[src/rtl/apb_ctrl_pkg.sv]
// Shared types and constants for the APB sequential controller: FSM states,
// slave address windows, one-hot select codes and the default wait timeout.
package apb_ctrl_pkg;

  typedef enum logic [1:0] {
    ST_IDLE,
    ST_SETUP,
    ST_ENABLE,
    ST_ERR
  } apb_state_t;

  localparam logic [31:0] SLV0_BASE  = 32'h8000_0000;
  localparam logic [31:0] SLV0_LIMIT = 32'h83FF_FFFF;
  localparam logic [31:0] SLV1_BASE  = 32'h8400_0000;
  localparam logic [31:0] SLV1_LIMIT = 32'h87FF_FFFF;
  localparam logic [31:0] SLV2_BASE  = 32'h8800_0000;
  localparam logic [31:0] SLV2_LIMIT = 32'h8BFF_FFFF;

  localparam logic [2:0] SEL_NONE = 3'b000;
  localparam logic [2:0] SEL_SLV0 = 3'b001;
  localparam logic [2:0] SEL_SLV1 = 3'b010;
  localparam logic [2:0] SEL_SLV2 = 3'b100;

  localparam int TIMEOUT_CYCLES_DEFAULT = 16;

  function automatic logic in_range(input logic [31:0] addr,
                                    input logic [31:0] base,
                                    input logic [31:0] limit);
    return (addr >= base) && (addr <= limit);
  endfunction

endpackage

[src/rtl/apb_addr_decode.sv]
// Combinational address decoder: maps an address onto a one-hot slave
// select, flagging addresses outside every slave window as a miss.
module apb_addr_decode
  import apb_ctrl_pkg::*;
(
  input  logic [31:0] addr,
  output logic [2:0]  sel,
  output logic        miss
);

  always_comb begin
    sel = SEL_NONE;
    if (in_range(addr, SLV0_BASE, SLV0_LIMIT))      sel = SEL_SLV0;
    else if (in_range(addr, SLV1_BASE, SLV1_LIMIT)) sel = SEL_SLV1;
    else if (in_range(addr, SLV2_BASE, SLV2_LIMIT)) sel = SEL_SLV2;
  end

  assign miss = (sel == SEL_NONE);

endmodule

[src/rtl/apb_seq_controller.sv]
// Request/response front end that sequences single APB transfers.
// Define APB_WAIT_STATE_EN to add the Pready input and wait-state timeout.
module apb_seq_controller
  import apb_ctrl_pkg::*;
#(
  parameter int TIMEOUT_CYCLES = TIMEOUT_CYCLES_DEFAULT
) (
  input  logic        Hclk,
  input  logic        Hreset,
  input  logic        req_valid,
  output logic        req_ready,
  input  logic        req_write,
  input  logic [31:0] req_addr,
  input  logic [31:0] req_wdata,
`ifdef APB_WAIT_STATE_EN
  input  logic        Pready,
`endif
  input  logic [31:0] PRdata,
  output logic [2:0]  Pselx,
  output logic        Penable,
  output logic        Pwrite,
  output logic [31:0] Paddr,
  output logic [31:0] PWdata,
  output logic        rsp_valid,
  output logic        rsp_err,
  output logic [31:0] rsp_rdata
);

  if (TIMEOUT_CYCLES < 1) begin : g_badTimeout
    $error("TIMEOUT_CYCLES must be at least 1");
  end

  apb_state_t  r_state;
  logic [2:0]  r_pselx;
  logic        r_penable;
  logic        r_pwrite;
  logic [31:0] r_paddr;
  logic [31:0] r_pwdata;
  logic        r_rspValid;
  logic        r_rspErr;
  logic [31:0] r_rspRdata;

  logic [2:0]  w_sel;
  logic        w_miss;
  logic        w_done;
  logic        w_timeout;

  apb_addr_decode u_decode (
    .addr (req_addr),
    .sel  (w_sel),
    .miss (w_miss)
  );

`ifdef APB_WAIT_STATE_EN
  localparam int CNT_W = $clog2(TIMEOUT_CYCLES + 1);
  logic [CNT_W-1:0] r_waitCnt;

  // The abort fires on the ENABLE cycle that would be the TIMEOUT_CYCLES-th one stalled
  assign w_done    = Pready;
  assign w_timeout = !Pready && (r_waitCnt == CNT_W'(TIMEOUT_CYCLES - 1));

  always_ff @(posedge Hclk) begin
    if (Hreset)
      r_waitCnt <= '0;
    else if (r_state == ST_ENABLE && !Pready && !w_timeout)
      r_waitCnt <= r_waitCnt + 1'b1;
    else
      r_waitCnt <= '0;
  end
`else
  assign w_done    = 1'b1;
  assign w_timeout = 1'b0;
`endif

  always_ff @(posedge Hclk) begin
    if (Hreset) begin
      r_state    <= ST_IDLE;
      r_pselx    <= SEL_NONE;
      r_penable  <= 1'b0;
      r_pwrite   <= 1'b0;
      r_paddr    <= '0;
      r_pwdata   <= '0;
      r_rspValid <= 1'b0;
      r_rspErr   <= 1'b0;
      r_rspRdata <= '0;
    end else begin
      r_rspValid <= 1'b0;
      r_rspErr   <= 1'b0;
      r_rspRdata <= '0;
      case (r_state)
        ST_IDLE: begin
          // A miss never reaches the bus, so the APB address/data keep their old values
          if (req_valid) begin
            if (w_miss) begin
              r_state <= ST_ERR;
            end else begin
              r_state  <= ST_SETUP;
              r_pselx  <= w_sel;
              r_pwrite <= req_write;
              r_paddr  <= req_addr;
              r_pwdata <= req_wdata;
            end
          end
        end
        ST_SETUP: begin
          r_penable <= 1'b1;
          r_state   <= ST_ENABLE;
        end
        ST_ENABLE: begin
          if (w_done || w_timeout) begin
            r_state    <= ST_IDLE;
            r_pselx    <= SEL_NONE;
            r_penable  <= 1'b0;
            r_rspValid <= 1'b1;
            r_rspErr   <= w_timeout;
            r_rspRdata <= (w_done && !r_pwrite) ? PRdata : '0;
          end
        end
        ST_ERR: begin
          r_state    <= ST_IDLE;
          r_rspValid <= 1'b1;
          r_rspErr   <= 1'b1;
        end
        default: r_state <= ST_IDLE;
      endcase
    end
  end

  assign req_ready = (r_state == ST_IDLE) && !Hreset;
  assign Pselx     = r_pselx;
  assign Penable   = r_penable;
  assign Pwrite    = r_pwrite;
  assign Paddr     = r_paddr;
  assign PWdata    = r_pwdata;
  assign rsp_valid = r_rspValid;
  assign rsp_err   = r_rspErr;
  assign rsp_rdata = r_rspRdata;

endmodule

[config.mk]
export PLATFORM = sky130hd
export DESIGN_NAME = apb_seq_controller
export DESIGN_NICKNAME = d
export VERILOG_FILES = /design/src/rtl/apb_ctrl_pkg.sv /design/src/rtl/apb_addr_decode.sv /design/src/rtl/apb_seq_controller.sv
export SDC_FILE = /design/constraint.sdc
export NUM_CORES = 1
export LEC_CHECK = 0
export ABC_CLOCK_PERIOD_IN_PS = 2500
export CAP_MARGIN = 40
export CELL_PAD_IN_SITES_DETAIL_PLACEMENT = 0
export CELL_PAD_IN_SITES_GLOBAL_PLACEMENT = 1
export CORE_UTILIZATION = 30
export CTS_CLUSTER_DIAMETER = 40
export DETAILED_ROUTE_END_ITERATION = 10
export PLACE_DENSITY_LB_ADDON = 0.1
export SLEW_MARGIN = 20
export SYNTH_ARGS = -nofsm -noshare
export SYNTH_HDL_FRONTEND = slang
export SYNTH_SLANG_ARGS = --single-unit
[constraint.sdc]
create_clock -name Hclk -period 2.5 [get_ports Hclk]
set_input_delay 0.75 -clock Hclk [delete_from_list [all_inputs] [get_ports Hclk]]
set_output_delay 0.75 -clock Hclk [all_outputs]
set_load 0.01 [all_outputs]
Word-level counts from Yosys, hierarchy flattened
Cells that the tools add are included.
{ "op_classes": {"magnitude_cmp": 6, "n_eq_ne": 5, "muxes": 12, "bitwise": 2, "reduce_logical": 13} }
{ "ops": {"columns": ["cell", "count"], "rows": [
  [">= comparator 32 bit, second input constant", 3],
  ["<= comparator 32 bit, second input constant", 3],
  ["2-to-1 mux 3 bit", 5],
  ["one-hot mux 2 bit (3 select lines)", 1],
  ["one-hot mux 3 bit (2 select lines)", 1],
  ["AND reduction 3 bit", 2],
  ["== test 2 bit, second input constant", 2],
  ["logical AND 1 bit", 4],
  ["2-to-1 mux 2 bit", 2],
  ["inequality test 2 bit, second input constant", 2],
  ["nonzero test 2 bit", 2],
  ["logical NOT 3 bit", 1],
  ["OR reduction 3 bit", 1],
  ["== test 2 x 1 -> 1 bit, second input constant", 1],
  ["logical NOT 2 bit", 1],
  ["2-to-1 mux 1 bit", 2],
  ["inverter 1 bit", 2],
  ["one-hot mux 1 bit (2 select lines)", 1],
  ["OR reduction 2 bit", 1],
  ["logical NOT 1 bit", 1]
]} }
{ "word_totals": {"regBits": 105, "in_bits": 100, "output_inout_bits": 104, "word_cells": 47} }

Longest topological paths before layout
Gate-level depths: netlist (run 1).
{ "logic_depth": {"word_depth": 9, "depth_mapped": 7, "mapped_depth_nobuf": 5} }

Modules after synthesis
From an unflattened synthesis (run 1), not the netlist that was laid out.
{ "unflattened": {"cells_unflattened": 397, "hier_area_um2": 3530.9} }
{ "modules_own_cells": {"columns": ["mod", "instances", "cells_each", "area_per_inst_um2", "seq_area_each_um2"], "rows": [
  ["apb_seq_controller", 1, 392, 3478.3, 2102.0],
  ["apb_addr_decode", 1, 5, 52.6, 0.0]
]} }

Worst setup path before layout (run 1)
No wires, ideal clock.
{ "synth_path": {"kind": "input port to output port", "startpoint": "input port Hreset", "endpoint": "output port req_ready", "t_arrival_ns": 1.540, "required_time_ns": 1.750, "path_slack_ns": 0.210, "path_stages": 4, "path_buffers": 3, "path_cell_list": "buf_2 clkbuf_1 clkbuf_1 nor2b_1"} }
{ "synth_via": {"elab_chain_cells": 2} }
{ "synth_rtl": {"columns": ["element", "line_no", "text"], "rows": [
  ["start, declared", "apb_seq_controller.sv:9", "input logic Hreset,"],
  ["logical NOT 1 bit", "apb_seq_controller.sv:129", "assign req_ready = (r_state == ST_IDLE) && !Hreset;"],
  ["logical AND 1 bit", "apb_seq_controller.sv:129", null],
  ["end, declared", "apb_seq_controller.sv:11", "output logic req_ready,"]
]} }
No other way between the ends.

Final worst setup path (run 1)
{ "layout_path": {"startpoint": "register r_state[0]", "endpoint": "output port req_ready"} }
{ "layout_via": {"elab_chain_cells": 2} }
{ "layout_rtl": {"columns": ["element", "line_no", "text"], "rows": [
  ["start, declared", "apb_seq_controller.sv:33", "apb_state_t r_state;"],
  ["start signal, assigned", "apb_seq_controller.sv:77", "r_state <= ST_IDLE;"],
  ["start signal, assigned", "apb_seq_controller.sv:95", "r_state <= ST_ERR;"],
  ["start signal, assigned", "apb_seq_controller.sv:97", "r_state <= ST_SETUP;"],
  ["logical NOT 2 bit", "apb_seq_controller.sv:129", null],
  ["logical AND 1 bit", "apb_seq_controller.sv:129", null]
]} }
No other way between the ends.

==> results of run 1 <==
==> cells by family after synthesis <==
family,count (synthesis)
simple gates,177
compound gates,7
flops,105
fa+ha+maj,5
buf+inv,28
mux,63
==> registers in the layout, summed over array words and instances (netlist names) <==
| name | cells |
|---|---|
| Pwrite | 1 |
| PWdata | 32 |
| Penable | 1 |
| r_state | 2 |
| rsp_valid | 1 |
| rsp_rdata | 32 |
| rsp_err | 1 |
| Paddr | 32 |
| Pselx | 3 |
==> layout make-up <==
cell class                 count  area, um^2  area share [%]
clock buffer                   9         225            3.40
clock inverter                 7        55.1           0.831
inverter                       3        11.3           0.170
multi-input combinational    252        1870            28.3
sequential                   105        2100            31.7
tap                          176         220            3.32
timing repair buffer         211        2140            32.2
==> tightest hold or removal path: stages, from the launching register on <==
cell and delay [ns]:
dfxtp_1 0.31, nand2b_1 0.06, mux2i_1 0.05
==> stage by stage <==
| stage | hold WS (ns) | instances | utilization [%] | total power, mW | instance area [um^2] |
|---|---|---|---|---|---|
| 4_1_cts | 0.473 | 763 | 49.4 | 4.06 | 6620 |
| 6_report | 0.471 | 763 | 49.4 | 3.98 | 6620 |
| 3_3_place_gp | 0.449 | 747 | 47.3 | 2.68 | 6340 |
| 3_5_place_dp | 0.451 | 747 | 47.3 | 2.69 | 6340 |
| 5_1_grt | 0.490 | 763 | 49.4 | 4.21 | 6620 |
| 2_1_floorplan | 0.488 | 385 | - | 2.25 | 4180 |
==> per-layer routing <==
metal,global-route usage [%],up-vias,share of wire (%)
li1,-,1625,-
met3,6.51,15,11
met4,6.95,0,2.1
met5,0,-,0
met1,16.3,1425,41
met2,23.6,127,46
==> cell usage in the layout (no fill, tap or decap), types with 3 or more instances in the layout <==
cell,instances
clkdlybuf4s50_1,201
buf_12,4
nor3b_1,3
inv_1,3
mux2i_1,63
nor2b_1,4
buf_4,4
nand2b_1,122
clkbuf_16,9
and2_1,33
dfxtp_1,105
nor2_1,7
ha_1,5
==> where the power goes <==
| part | internal [mW] | switching, mW | total (mW) |
|---|---|---|---|
| clock network | 0.685 | 0.658 | 1.34 |
| registers | 1.79 | 0.0486 | 1.84 |
| logic | 0.481 | 0.321 | 0.803 |
==> worst max-delay path by stage <==
stage,start,to,slack [ns],cells past startpoint
finish,r_state[0],req_ready,0.24,4
global route,r_state[1],req_ready,0.13,4
CTS,r_state[0],req_ready,0.22,4
detailed placement,req_addr[28],Paddr[10],0.13,5
global placement,Hreset,req_ready,0.16,3
floorplan,Hreset,req_ready,0.21,4
==> reports/results.ini, run 1 <==
[synth]
synth_fa_ha_area_share_pct=1.50
synthXorXnorAreaFrac_pct=0
postSynthAreaPerCell_um2=10.9
synth_fp_nets=490
synth_cells=385
synth-edff-count=0
netlist_area_mm2=0.00418
synth_compound_area_share_pct=1.32
synth_area_leader_cell=dfxtp_1
synth_mux_area_share_pct=15.1
synth.cells.most_frequent=nand2b_1 (122), dfxtp_1 (105), mux2i_1 (63)
ys_types=26
synth_flop_cell=dfxtp_1
yosys_warnings=0
ys_seq_elements=105
synth_top_area_share_pct=50.3
ys_seq_area_share_pct=50.3
yosysMostFrequentCell=nand2b_1
synth-simple-area-share_pct=26.8
async_flop_share_pct=0
synth_area_leaders=dfxtp_1 (50%), nand2b_1 (18%), mux2i_1 (15%), and2_1 (4.9%), buf_12 (2.9%)
synth_top_family_by_area=simple AND/OR/NAND/NOR gates

[floorplanning]
start_util_pct=31.2
fp-row-count=42
die_x_um=120
die_h_um=120
num_io_pins=204
die-area_mm2=0.0144
fp.coreArea_mm2=0.0134

[cts]
cts.sink_count=105
cts_tree=done
holdBufCountCts=0
path_clk_slew_ns=0.07
cts_resized=1
cts_setup_buffers=0
cts.htree.levels=3
cts_root_buffer=clkbuf_16
clockBufferDepth=2
cts_buffers=9
clk_latency_ns=0.35

[worst_hold_path]
hp-class=flip-flop to flip-flop
worst_hold_path.endpoint=PWdata[9]
hp-start=PWdata[9]
whs_path_depth=2

[routing]
wl_um=10100
vias=3192
route.detailed.drc=0
via_per_inst=4.18
detail-route-antenna-nets=0
firstDrtPassIters=4
routedWlPerCell_um=13.2
drt_iter0_drc=107

[finish]
num_antenna_cells=0
fillCellCount=1246
area_growth_pct=58.5
layout-drive-gt1-share_pct=4.94
finalNetCount=687

[sta]
fmax_mhz=442
period_needed_ns=2.26
slew_violations=0
rsz0062_at_grt=false
worstMarginPinSlew_ns=0.636
setup_ws_ns=0.237
fin_crit_sh_pct=90.5
tns_ns=0
relSlewSlack_pct=57.6
finalSetupViolCount=0
finalClockSkew_ns=0.00528
hold_viol=0

[critical_path]
cp_num_buf_inv=2
r2r-start=r_state[0]
crit_path_max_incr_delay_ns=0.39
start_kind=flip-flop
reg2reg_depth=6
path_max_fanout=4
path_cells=inv_1 > ha_1 > nor2b_1 > dlygate4sd2_1
cpMaxStageDelayCell=dfxtp_1
timing.rr.end=PWdata[31]
crit_path_end_kind=output pin
r2r_setup_slack_ns=0.84
critPathArrivalTime_ns=1.51
worst_ep_required_time_ns=1.75
path_class=flip-flop to output pin
crit_family=buffers and inverters

[grt]
first_global_vias=3329
grt_max_degree=92
grt-ovfl-total=0
grt_use_total_pct=14.6
grt_pass1_wl_um=16400
grt_antenna_before_repair=0

[placement]
place_ws_ns=0.133
gp_congestion=0.666
dp_hpwl_um=7420
portBuffers=203

[pwr]
power_density_mw_per_mm2=601
vdd_drop_max_mv=0.372
leakagePower_nw=2.34

[run]
drv_cap=0

[status]
status=finished clean

Power figures use the tool's default switching activity.
==> run 2, diff against run 1 <==
--- a/config.mk
+++ b/config.mk
@@ -5,11 +5,11 @@
 export SDC_FILE = /design/constraint.sdc
 export NUM_CORES = 1
 export LEC_CHECK = 0
-export ABC_CLOCK_PERIOD_IN_PS = 2500
+export ABC_CLOCK_PERIOD_IN_PS = 2900
 export CAP_MARGIN = 40
 export CELL_PAD_IN_SITES_DETAIL_PLACEMENT = 0
 export CELL_PAD_IN_SITES_GLOBAL_PLACEMENT = 1
-export CORE_UTILIZATION = 30
+export CORE_UTILIZATION = 32
 export CTS_CLUSTER_DIAMETER = 40
 export DETAILED_ROUTE_END_ITERATION = 10
 export PLACE_DENSITY_LB_ADDON = 0.1
==> constraint.sdc (replaced) <==
create_clock -name Hclk -period 2.9 [get_ports Hclk]
set_input_delay 0.87 -clock Hclk [delete_from_list [all_inputs] [get_ports Hclk]]
set_output_delay 0.87 -clock Hclk [all_outputs]
set_load 0.01 [all_outputs]
==> run 2 against run 1 <==
Register-to-register slack better by 0.32 ns. Sequential power down 14%. Utilization increased by 2.6 points. Clock-buffer cell count rose by 1. First-iteration DRC count rose by 69%. Worst setup slack improved by 0.047 ns. Via count grew 0.13%. Critical path type unchanged. Largest power group unchanged.
==> reports/results.ini, run 2 (synthesis results as in run 1) <==
[status]
status=finished clean  ; unchanged

[critical_path]
path_cells=inv_1 > ha_1 > nor2b_1 > clkdlybuf4s50_1  ; was inv_1 > ha_1 > nor2b_1 > dlygate4sd2_1
worst_ep_required_time_ns=2.03  ; was 1.75 ns
startpoint=r_state[0]  ; unchanged
path_max_fanout=4  ; unchanged
cpMaxStageDelayCell=clkdlybuf4s50_1  ; was dfxtp_1
cp_num_cells=4  ; unchanged
start_kind=flip-flop  ; unchanged
path_class=flip-flop to output pin  ; unchanged
crit_path_max_incr_delay_ns=0.58  ; was 0.39 ns
cp_num_buf_inv=2  ; unchanged
critPathArrivalTime_ns=1.75  ; was 1.51 ns
reg2reg_depth=6  ; unchanged
crit_path_end_kind=output pin  ; unchanged
r2r-start=r_state[0]  ; unchanged
crit_family=buffers and inverters  ; unchanged

[pwr]
pwr-share-seq_pct=46.0  ; was 46.1%
p_clk_share_pct=33.8  ; was 33.7%
pwr-share-comb_pct=20.2  ; about the same
vdd_drop_max_mv=0.454  ; was 0.372 mV
leakagePower_nw=2.32  ; was 2.34 nW
p_sw_mw=0.884  ; was 1.03 mW
swShare_pct=25.7  ; was 25.8%
power_density_mw_per_mm2=522  ; was 601 mW/mm^2
p_int_mw=2.55  ; was 2.95 mW

[sta]
slew_violations=0  ; unchanged
finalClockSkew_ns=0.00656  ; was 0.00528 ns
period_needed_ns=2.62
finalSetupViolCount=0  ; unchanged
holdWs_ns=0.471  ; about the same
fin_crit_sh_pct=90.2
relSlewSlack_pct=75.8  ; was 57.6%
hold_viol=0  ; unchanged
fmax_mhz=382
worstMarginPinSlew_ns=0.364  ; was 0.636 ns
rsz0062_at_grt=false  ; unchanged
tns_ns=0  ; unchanged

[cts]
cts_tree=done  ; unchanged
path_clk_slew_ns=0.07  ; about the same
cts_buffers=9  ; unchanged
cts_root_buffer=clkbuf_16  ; unchanged
clockBufferDepth=2  ; unchanged
cts.sink_count=105  ; unchanged
holdBufCountCts=0  ; unchanged
clk_latency_ns=0.35  ; about the same
cts_setup_buffers=0  ; unchanged
cts_resized=0  ; was 1
cts.htree.levels=3  ; unchanged

[grt]
use_met2_pct=24.5  ; was 23.6%
grt_max_degree=107  ; was 92
grt_use_met1_pct=16.0  ; was 16.3%
grt_use_total_pct=15.0  ; was 14.6%
grt_antenna_before_repair=0  ; unchanged
first_global_vias=3095  ; was 3329
grt_pass1_wl_um=15400  ; was 16400 um
grt-ovfl-total=0  ; unchanged
grt_busiest_layer=met2  ; unchanged
met3_usage_pct=9.13  ; was 6.51%

[routing]
route.detailed.drc=0  ; unchanged
wl_um=9870  ; was 10100 um
via_per_inst=4.22  ; was 4.18
vias=3196  ; was 3192
drt_iter0_drc=181  ; was 107
firstDrtPassIters=4  ; unchanged
routedWlPerCell_um=13.0  ; was 13.2 um
detail-route-antenna-nets=0  ; unchanged

[finish]
fin_util_pct=52.0  ; was 49.4%
area_growth_pct=57.6  ; was 58.5%
final_common_cell=clkdlybuf4s50_1  ; unchanged
finalNetCount=685  ; was 687
num_antenna_cells=0  ; unchanged
layout-drive-gt1-share_pct=4.44  ; was 4.94%
final_cell_mix=clkdlybuf4s50_1 (202), nand2b_1 (122), dfxtp_1 (105)  ; was clkdlybuf4s50_1 (201), nand2b_1 (122), dfxtp_1 (105)

[floorplanning]
die_x_um=116  ; was 120 um
num_io_pins=204  ; unchanged
fp-row-count=41  ; was 42
die-area_mm2=0.0135  ; was 0.0144 mm^2
die_h_um=116  ; was 120 um
start_util_pct=33.0  ; was 31.2%
fp.coreArea_mm2=0.0127  ; was 0.0134 mm^2

[worst_hold_path]
whs_path_depth=2  ; unchanged
hp-class=flip-flop to flip-flop  ; unchanged
hp-start=PWdata[24]  ; was PWdata[9]

[placement]
portBuffers=203  ; unchanged
dp_hpwl_um=6960  ; was 7420 um
gp_congestion=0.674  ; was 0.666

[run]
drv_cap=0  ; unchanged

-- run 2: cell types whose count changed in the layout (fill, tap and decap cells not counted), sizes merged --
| cell | previous run | this run |
|---|---|---|
| clkdlybuf4s50 | 201 | 202 |
| clkinvlp | 2 | 1 |
| clkbuf | 9 | 10 |
| dlygate4sd2 | 1 | 0 |
| inv | 5 | 6 |
| clkinv | 3 | 2 |
| buf | 9 | 7 |
-- run 2: path summary, 6_finish.rpt --
path / end / slack (ns)
setup / recovery: req_ready / 0.28
hold / removal: PWdata[24] / 0.47
setup reg to reg: PWdata[5] / 1.16
hold reg to reg: PWdata[24] / 0.47
-- run 2: through the flow --
stage                     setup slack, ns  cell area [um^2]  total power [mW]  std cells
final                               0.284              6590              3.44        757
after global routing                0.155              6590              3.65        757
after CTS                           0.242              6590              3.51        757
after detailed placement            0.343              6310              2.31        741
after global placement              0.328              6280              2.31        740
after floorplan                     0.370              4180              1.94        385
-- run 2: power by group through the flow --
| stage | combinational [mW] | clock (mW) | sequential, mW |
|---|---|---|---|
| 2_1_floorplan | 0.281 | 0 | 1.66 |
| 3_3_place_gp | 0.695 | 0 | 1.61 |
| 3_5_place_dp | 0.699 | 0 | 1.62 |
| 4_1_cts | 0.705 | 1.23 | 1.58 |
| 5_1_grt | 0.766 | 1.29 | 1.59 |
| 6_report | 0.694 | 1.16 | 1.58 |
-- run 2: final cells by class --
class                      count  area [um^2]
clock buffer                  10          229
multi-input combinational    252         1870
sequential                   105         2100
fill                        1165         6080
timing repair buffer         209         2100
clock inverter                 6         51.3
tap                          172          215
inverter                       3         11.3
-- run 2: layer usage --
metal  share of wire [%]  up-vias
li1                    -     1623
met1                  40     1440
met2                  47      127
met3                  12        6
met4                 1.1        0
met5                   0        -
-- run 2: worst reg2reg max path: cells and delay by family (launching register included) --
family | cells | cell delay (ns)
flops | 1 | 0.35
mux | 1 | 0.28
fa+ha+maj | 1 | 0.21
simple gates | 2 | 0.43
buf+inv | 2 | 0.41
==> run 3, diff against run 2 <==
--- a/config.mk
+++ b/config.mk
@@ -13,6 +13,7 @@
 export CTS_CLUSTER_DIAMETER = 40
 export DETAILED_ROUTE_END_ITERATION = 10
 export PLACE_DENSITY_LB_ADDON = 0.1
+export RECOVER_POWER = 25
 export SLEW_MARGIN = 20
 export SYNTH_ARGS = -nofsm -noshare
 export SYNTH_HDL_FRONTEND = slang
==> run 3 against run 2 <==
Flip-flop and latch count unchanged. Die area unchanged. Final area decreased by 0.42%. Critical path type unchanged. Highest routed layer unchanged.
==> reports/results.ini, run 3 (synthesis results as in run 1) <==
[routing]
routedWlPerCell_um=13.0  ; about the same
drt_iter0_drc=175  ; was 181
wl_um=9860  ; was 9870 um
detail-route-antenna-nets=0  ; unchanged
firstDrtPassIters=4  ; unchanged
vias=3199  ; was 3196
via_per_inst=4.23  ; was 4.22
route.detailed.drc=0  ; unchanged

[cts]
cts_root_buffer=clkbuf_16  ; unchanged
path_clk_slew_ns=0.07  ; about the same
clockBufferDepth=2  ; unchanged
holdBufCountCts=0  ; unchanged
cts_tree=done  ; unchanged
cts.htree.levels=3  ; unchanged
clk_latency_ns=0.35  ; about the same
cts_buffers=9  ; unchanged
cts_resized=0  ; unchanged
cts.sink_count=105  ; unchanged
cts_setup_buffers=0  ; unchanged

[finish]
layout-drive-gt1-share_pct=3.76  ; was 4.44%
regArea_mm2=0.00210  ; unchanged
final_common_cell=clkdlybuf4s50_1  ; unchanged
fillCellCount=1172  ; was 1165
final_cell_mix=clkdlybuf4s50_1 (192), nand2b_1 (122), dfxtp_1 (105)  ; was clkdlybuf4s50_1 (202), nand2b_1 (122), dfxtp_1 (105)
finalNetCount=685  ; unchanged
design_area_mm2=0.00656  ; was 0.00659 mm^2
area_growth_pct=57.0  ; was 57.6%
num_antenna_cells=0  ; unchanged
multi_input_area_mm2=0.00185  ; was 0.00187 mm^2

[critical_path]
crit_path_max_incr_delay_ns=0.58  ; about the same
start_kind=flip-flop  ; unchanged
cpMaxStageDelayCell=clkdlybuf4s50_1  ; unchanged
path_cells=inv_1 > ha_1 > nor2b_1 > clkdlybuf4s50_1  ; unchanged
critPathArrivalTime_ns=1.75  ; about the same
path_class=flip-flop to output pin  ; unchanged
crit_path_end_kind=output pin  ; unchanged
worst_ep_required_time_ns=2.03  ; about the same
path_max_fanout=4  ; unchanged

[grt]
first_global_vias=3095  ; unchanged
grt_max_degree=107  ; unchanged
grt_pass1_wl_um=15400  ; unchanged
grt_antenna_before_repair=0  ; unchanged
grt-ovfl-total=0  ; unchanged
grt_use_total_pct=15.0  ; unchanged

[run]
drv_cap=0  ; unchanged

[sta]
finalClockSkew_ns=0.00656  ; about the same
period_needed_ns=2.62  ; about the same
holdWs_ns=0.471  ; about the same
fin_crit_sh_pct=90.2  ; about the same
hold_viol=0  ; unchanged
slew_violations=0  ; unchanged
relSlewSlack_pct=25.5  ; was 75.8%
tns_ns=0  ; unchanged
worstMarginPinSlew_ns=1.12  ; was 0.364 ns
fmax_mhz=382  ; about the same
rsz0062_at_grt=false  ; unchanged
finalSetupViolCount=0  ; unchanged

[pwr]
leakagePower_nw=2.33  ; was 2.32 nW
power_density_mw_per_mm2=522  ; about the same
vdd_drop_max_mv=0.454  ; about the same

[worst_hold_path]
hp-class=flip-flop to flip-flop  ; unchanged

[floorplanning]
fp.coreArea_mm2=0.0127  ; unchanged
start_util_pct=33.0  ; unchanged
die-area_mm2=0.0135  ; unchanged
fp-row-count=41  ; unchanged
die_x_um=116  ; unchanged
die_h_um=116  ; unchanged
num_io_pins=204  ; unchanged

[status]
status=finished clean  ; unchanged

[placement]
portBuffers=203  ; unchanged
dp_hpwl_um=6960  ; unchanged
gp_congestion=0.674  ; unchanged
place_area_mm2=0.00631  ; unchanged

-- run 3: changes by cell type in the layout (fill, tap and decap cells not counted), sizes merged --
cell | previous run | this run
clkbuf | 10 | 13
dlygate4sd3 | 0 | 10
clkdlybuf4s50 | 202 | 192
buf | 7 | 4
-- run 3: final cells by class --
| type | count | share of cell area [%] |
|---|---|---|
| flip-flops and latches | 105 | 32.0 |
| repair buffers | 209 | 32.0 |
| multi-input cells | 252 | 28.3 |
| clock buffers | 10 | 3.49 |
| well taps | 172 | 3.28 |
| clock inverters | 6 | 0.782 |
| inverters | 3 | 0.172 |
-- run 3: worst paths after layout --
path,start,endpoint,slack (ns),cells after the start
min,PWdata[24],PWdata[24],0.47,2
min reg2reg,PWdata[24],PWdata[24],0.47,2
max,r_state[0],req_ready,0.28,4
max reg2reg,r_state[0],Paddr[30],1.02,6
-- run 3: worst max-delay path: cells and delay by family (launching register included) --
kind	cells	cell delay [ns]
buffers and inverters	2	0.69
DFF	1	0.35
adders and majority gates	1	0.21
and+or+nand+nor	1	0.15
-- run 3: power by group --
| part | switching, mW | leakage (nW) | internal, mW |
|---|---|---|---|
| Combinational | 0.276 | 1.35 | 0.407 |
| Sequential | 0.0404 | 0.849 | 1.54 |
| Clock | 0.567 | 0.134 | 0.595 |
-- run 3: stage by stage --
stage	power (mW)	setup WS (ns)	cells	utilization, %
after floorplan	1.94	0.370	385	-
after global placement	2.31	0.328	740	49.6
after detailed placement	2.31	0.343	741	49.8
after CTS	3.51	0.242	757	52.0
after global routing	3.63	0.155	757	51.8
final	3.43	0.285	757	51.8
-- run 3: layer usage --
metal	track usage [%]	vias to the layer above	part of all wire, %
met5	0	-	0
met4	4.62	0	1.1
met3	9.13	6	12
met2	24.5	125	47
met1	16.0	1443	40
li1	-	1625	-
